File: src/rtl/multicycle_control_unit.sv
// Multi-cycle RV32 control FSM: FETCH/DECODE/EXEC/MEM/WB with variable-latency memory handshakes.
// Define IMM_ALU_EN to accept OP-IMM (0010011) instructions; otherwise they trap as illegal.
`timescale 1ns/1ps
module multicycle_control_unit #(
  parameter int ALU_CTRL_W     = 3,
  parameter int TIMEOUT_CYCLES = 16,
  parameter int TMO_W          = $clog2(TIMEOUT_CYCLES + 1)
) (
  input  logic                  clk,
  input  logic                  rst,
  input  logic [6:0]            opcode,
  input  logic [2:0]            funct3,
  input  logic [6:0]            funct7,
  input  logic                  imem_ready,
  input  logic                  dmem_ready,
  output logic                  imem_req,
  output logic                  dmem_req,
  output logic                  ir_write,
  output logic                  pc_write,
  output logic                  mem_read,
  output logic                  mem_write,
  output logic                  reg_write,
  output logic                  mem_to_reg,
  output logic                  alu_src,
  output logic                  branch,
  output logic [ALU_CTRL_W-1:0] alu_control,
  output logic [2:0]            state,
  output logic                  instr_retired,
  output logic                  illegal_op,
  output logic                  bus_error
);

  localparam logic [ALU_CTRL_W-1:0] ALU_AND = ALU_CTRL_W'(3'b000);
  localparam logic [ALU_CTRL_W-1:0] ALU_OR  = ALU_CTRL_W'(3'b001);
  localparam logic [ALU_CTRL_W-1:0] ALU_ADD = ALU_CTRL_W'(3'b010);
  localparam logic [ALU_CTRL_W-1:0] ALU_SUB = ALU_CTRL_W'(3'b110);

  localparam logic [6:0] OP_R   = 7'b0110011;
  localparam logic [6:0] OP_LD  = 7'b0000011;
  localparam logic [6:0] OP_ST  = 7'b0100011;
  localparam logic [6:0] OP_BR  = 7'b1100011;
`ifdef IMM_ALU_EN
  localparam logic [6:0] OP_IMM = 7'b0010011;
`endif

  localparam logic [TMO_W-1:0] TMO_LIMIT = TMO_W'(TIMEOUT_CYCLES);

  typedef enum logic [2:0] {
    FETCH  = 3'd0,
    DECODE = 3'd1,
    EXEC   = 3'd2,
    MEM    = 3'd3,
    WB     = 3'd4,
    TRAP   = 3'd7
  } state_e;

  typedef enum logic [2:0] {CLS_R, CLS_LD, CLS_ST, CLS_BR, CLS_IMM} cls_e;

  state_e                  state_q;
  cls_e                    cls_q;
  logic [TMO_W-1:0]        cnt_q, cnt_d;
  logic                    illegal_q, bus_err_q;
  logic [ALU_CTRL_W-1:0]   alu_q;
  logic                    src_q;
  logic                    wait_ready;

  // Shared R-type / OP-IMM funct decode; SUB only exists for register operands.
  function automatic logic [ALU_CTRL_W-1:0] funct_alu(input logic [2:0] f3,
                                                      input logic [6:0] f7,
                                                      input logic       sub_ok);
    case (f3)
      3'b000:  return (sub_ok && f7 == 7'b0100000) ? ALU_SUB : ALU_ADD;
      3'b111:  return ALU_AND;
      3'b110:  return ALU_OR;
      default: return ALU_ADD;
    endcase
  endfunction

  assign cnt_d      = cnt_q + TMO_W'(1);
  assign wait_ready = (state_q == FETCH) ? imem_ready : dmem_ready;

  // NOTE: every output gets a default first so the partial case arms below cannot infer latches.
  always_comb begin
    imem_req      = 1'b0;
    dmem_req      = 1'b0;
    ir_write      = 1'b0;
    pc_write      = 1'b0;
    mem_read      = 1'b0;
    mem_write     = 1'b0;
    reg_write     = 1'b0;
    mem_to_reg    = 1'b0;
    alu_src       = 1'b0;
    branch        = 1'b0;
    instr_retired = 1'b0;
    alu_control   = ALU_ADD;
    case (state_q)
      FETCH: begin
        imem_req = 1'b1;
        ir_write = imem_ready;
      end
      EXEC: begin
        case (cls_q)
          CLS_R:   alu_control = funct_alu(funct3, funct7, 1'b1);
          CLS_IMM: begin
            alu_src     = 1'b1;
            alu_control = funct_alu(funct3, funct7, 1'b0);
          end
          CLS_BR: begin
            alu_control   = ALU_SUB;
            branch        = 1'b1;
            pc_write      = 1'b1;
            instr_retired = 1'b1;
          end
          default: alu_src = 1'b1;
        endcase
      end
      MEM: begin
        dmem_req  = 1'b1;
        alu_src   = 1'b1;
        mem_read  = (cls_q == CLS_LD);
        mem_write = (cls_q == CLS_ST);
        if (cls_q == CLS_ST && dmem_ready) begin
          pc_write      = 1'b1;
          instr_retired = 1'b1;
        end
      end
      WB: begin
        reg_write     = 1'b1;
        pc_write      = 1'b1;
        instr_retired = 1'b1;
        mem_to_reg    = (cls_q == CLS_LD);
        alu_control   = alu_q;
        alu_src       = src_q;
      end
      default: ;
    endcase
  end

  assign state      = state_q;
  assign illegal_op = illegal_q;
  assign bus_error  = bus_err_q;

  // NOTE: non-blocking assignments so every register samples the pre-edge values.
  always_ff @(posedge clk) begin
    if (rst) begin
      state_q   <= FETCH;
      cls_q     <= CLS_R;
      cnt_q     <= '0;
      illegal_q <= 1'b0;
      bus_err_q <= 1'b0;
      alu_q     <= ALU_ADD;
      src_q     <= 1'b0;
    end else begin
      case (state_q)
        FETCH, MEM: begin
          if (wait_ready) begin
            cnt_q <= '0;
            if (state_q == FETCH) state_q <= DECODE;
            else                  state_q <= (cls_q == CLS_LD) ? WB : FETCH;
          end else if (cnt_d == TMO_LIMIT) begin
            cnt_q     <= '0;
            bus_err_q <= 1'b1;
            state_q   <= TRAP;
          end else begin
            cnt_q <= cnt_d;
          end
        end
        DECODE: begin
          state_q <= EXEC;
          case (opcode)
            OP_R:   cls_q <= CLS_R;
            OP_LD:  cls_q <= CLS_LD;
            OP_ST:  cls_q <= CLS_ST;
            OP_BR:  cls_q <= CLS_BR;
`ifdef IMM_ALU_EN
            OP_IMM: cls_q <= CLS_IMM;
`endif
            default: begin
              illegal_q <= 1'b1;
              state_q   <= TRAP;
            end
          endcase
        end
        EXEC: begin
          // WB replays the EXEC operand select and ALU op.
          alu_q <= alu_control;
          src_q <= alu_src;
          case (cls_q)
            CLS_LD, CLS_ST: state_q <= MEM;
            CLS_BR:         state_q <= FETCH;
            default:        state_q <= WB;
          endcase
        end
        WB:      state_q <= FETCH;
        TRAP:    state_q <= TRAP;
        default: state_q <= FETCH;
      endcase
    end
  end

endmodule
File: config.mk
export PLATFORM = sky130hd
export DESIGN_NAME = multicycle_control_unit
export DESIGN_NICKNAME = d
export VERILOG_FILES = /design/src/rtl/multicycle_control_unit.sv
export SDC_FILE = /design/constraint.sdc
export NUM_CORES = 1
export LEC_CHECK = 0
export BUFFER_PORTS_ARGS = -buffer_cell sky130_fd_sc_hd__buf_4
export CORE_UTILIZATION = 49
export DETAILED_ROUTE_END_ITERATION = 12
export GPL_ROUTABILITY_DRIVEN = 0
export GPL_TIMING_DRIVEN = 0
export PLACE_DENSITY_LB_ADDON = 0.3
export SLEW_MARGIN = 20
export SYNTH_ARGS = -nofsm -noshare
export SYNTH_HDL_FRONTEND = slang
export SYNTH_SLANG_ARGS = --single-unit
File: constraint.sdc
create_clock -name clk -period 2 [get_ports clk]
set_input_delay 0.1 -clock clk [delete_from_list [all_inputs] [get_ports clk]]
set_output_delay 0.1 -clock clk [all_outputs]
set_load 0.01 [all_outputs]
==> results.cfg <==
[pwr]
p_int_mw = 0.907
p_switching_mw = 0.652
pwr-share-clk = 0.145
ir_drop_mv = 0.685
seq_power_share = 0.267
p_per_area_nw_per_um2 = 991
leakagePower_nw = 0.692
p_comb_frac = 0.588
switching_share = 0.418

[setup_path]
crit_top_cell = buf_4
reg2regPathDepth = 6
worstPathMaxFanout = 10
path_cells = buf_2 -> clkbuf_1 -> and3_1 -> a211o_1 -> buf_4 -> buf_4
critPathKind = flip-flop to primary output
worstPathRequired_ns = 1.90
r2r_slack_ns = 0.28
critPathSlowestCell = dfxtp_1
endpoint_kind = primary output
reg2reg_from = state[0]
critical_path_arrival_ns = 1.80
crit_path_max_incr_delay_ns = 0.32
cp-start-kind = flip-flop
r2r_end = cnt_q[2]

[drt]
vias = 1235
wl_per_cell_um = 14.8
drt_iter0_drc = 41
ant_nets = 0
drt-pass1-iter-count = 4
drcViolationCount = 0
viasPerCell = 5.77
routed_wl_mm = 3.16

[hold_path]
whs_path_depth = 2
holdPathEnd = cls_q[0]
hp-class = primary input to flip-flop
worstHoldStart = opcode[5]

[cts]
cts_tree = yes
cts_hold_buf = 0
cts.clk_slew.worst_paths_ns = 0.10
cts-root-buf = clkbuf_4
cts.sinks = 16
h-tree-depth = 1
cts_buffers = 3
insertion_delay_ns = 0.29
cts_buffer_depth = 2

[logic_synthesis]
yosys-top-cells-area = dfxtp_1, ha_1, nand2_1, nand2b_1, and2_1
synth_flop_cell = dfxtp_1
ys_types = 49
syn_area_um2 = 1150
yosys.area.top_type = dfxtp_1
async_reset_ff_frac = 0
seq_area_frac_synth = 0.278
synthesis.nets = 171
synth_edf_count = 0
yosysWarnings = 0
synth_cells = 144
yosysTopAreaCellShare = 0.278
syn_avg_cell_area_um2 = 8.01
synth-seq-cells = 16

[grt]
track_usage = 0.264
grt_pass1_vias = 1125
grt_max_degree = 11
antenna_found_initial = 0
gr-total-overflow = 0
grt_pass1_wl_mm = 5.09

[floorplan]
fp.dieH_um = 50.5
initial_core_util = 0.521
dieArea_um2 = 2550
die_w_um = 50.5
row_count = 17
io_pins = 40
coreArea_um2 = 2210

[final_layout]
fin_cells = 214
final_nets = 214
mostFrequentLayoutCells = buf_4, nand2_1, dfxtp_1
final_common_cell = buf_4
syn_to_final_growth_pct = 36.3
diodes = 0
nFillCells = 186
drive_gt1_frac = 0.366

[sta]
clock_skew_ns = 0.00241
tns_ns = 0
worst_slew_margin_rel = 0.641
timing.final.crit_period_ns = 1.90
drv_slew = 0
rsz0062_at_grt = no
worstMarginPinSlew_ns = 0.531
finalSetupViolCount = 0
post-route-period-util = 0.950
max_freq_mhz = 526
hold_viol_final = 0

[place]
dp_hpwl_mm = 2.23
place_inst = 210
port_buffers = 38

[outcome]
status = finished, final reports clean

[run]
maxCapViolations = 0
-- cell usage after synthesis, types with 2 or more instances --
cell type / number
o21bai_1: 2
a32o_1: 2
and2_1: 7
nand2b_1: 8
nor3_1: 3
nor2b_1: 7
buf_6: 2
inv_1: 7
and3_1: 2
clkbuf_1: 2
a31oi_1: 4
buf_2: 2
a21oi_1: 5
nand3_1: 3
a21o_1: 2
nor2_1: 11
nand4_1: 2
o21ai_0: 6
nand2_1: 16
a21oi_2: 2
dfxtp_1: 16
ha_1: 6
-- what timing repair did --
action                                  CTS  global route
hold endpoints to repair                  0             0
endpoints found under the setup margin    3             4
resized for setup                         5             9
setup buffers                             0             0
-- registers in the layout (all words and copies together) (netlist names) --
| signal | cells |
|---|---|
| illegal_op | 1 |
| src_q | 1 |
| bus_error | 1 |
| cls_q | 2 |
| cnt_q | 5 |
| state | 3 |
| alu_q | 3 |
-- critical path: cells and delay by family (launching register included) --
family	cells	cell delay (ns)
AOI/OAI and AO/OA	1	0.31
buffers and inverters	4	0.65
DFF	1	0.32
and+or+nand+nor	1	0.22
-- power by group through the flow --
stage	Combinational [mW]	Sequential, mW	Clock [mW]
final	0.917	0.416	0.226
after global placement	0.836	0.416	0
after floorplan	0.567	0.426	0
after global routing	0.997	0.422	0.237
after CTS	0.876	0.411	0.225
after detailed placement	0.861	0.418	0
-- area by class of cell --
| type | count | area (µm²) | share of cell area |
|---|---|---|---|
| inverter | 7 | 26.3 | 0.0167 |
| clock buffer | 4 | 36.3 | 0.0231 |
| multi-input combinational | 113 | 817 | 0.519 |
| buffer | 8 | 51.3 | 0.0326 |
| tap | 28 | 35.0 | 0.0223 |
| timing repair buffer | 38 | 285 | 0.181 |
| sequential | 16 | 322 | 0.204 |
-- kinds of logic after synthesis --
logic type                 after synthesis  synth area share
AOI/OAI and AO/OA                       39             0.266
DFF                                     16             0.278
buffers and inverters                   15            0.0672
adders and majority gates                6            0.0651
muxes                                    1           0.00976
and+or+nand+nor                         67             0.315
-- per-layer routing --
metal | routed length, µm | track usage
met5 | 0 | 0
met4 | 37 | 0.0833
met3 | 154 | 0.0333
met2 | 1600 | 0.451
met1 | 1370 | 0.343
-- how the worst max path moves through the flow --
stage / start / end / cells past startpoint
2_1_floorplan: state[1] / state[2] / 6
5_1_grt: cls_q[0] / alu_control[2] / 7
6_report: state[0] / pc_write / 6
3_5_place_dp: state[1] / alu_control[1] / 6
4_1_cts: cls_q[0] / alu_control[2] / 6
3_3_place_gp: state[1] / alu_control[1] / 6
-- metrics by stage --
stage | cell area, µm² | utilization | hold slack [ns] | worst slack (ns) | power, mW
after detailed placement | 1470 | 0.666 | 0.331 | 0.178 | 1.28
after global placement | 1470 | 0.666 | 0.317 | 0.148 | 1.25
final | 1570 | 0.711 | 0.0129 | 0.0992 | 1.56
after CTS | 1530 | 0.691 | 0.0164 | 0.0306 | 1.51
after floorplan | 1150 | - | 0.206 | 0.391 | 0.993
after global routing | 1570 | 0.711 | 0.0176 | 0.0116 | 1.66
No activity file was read; power rests on OpenSTA's default activity.
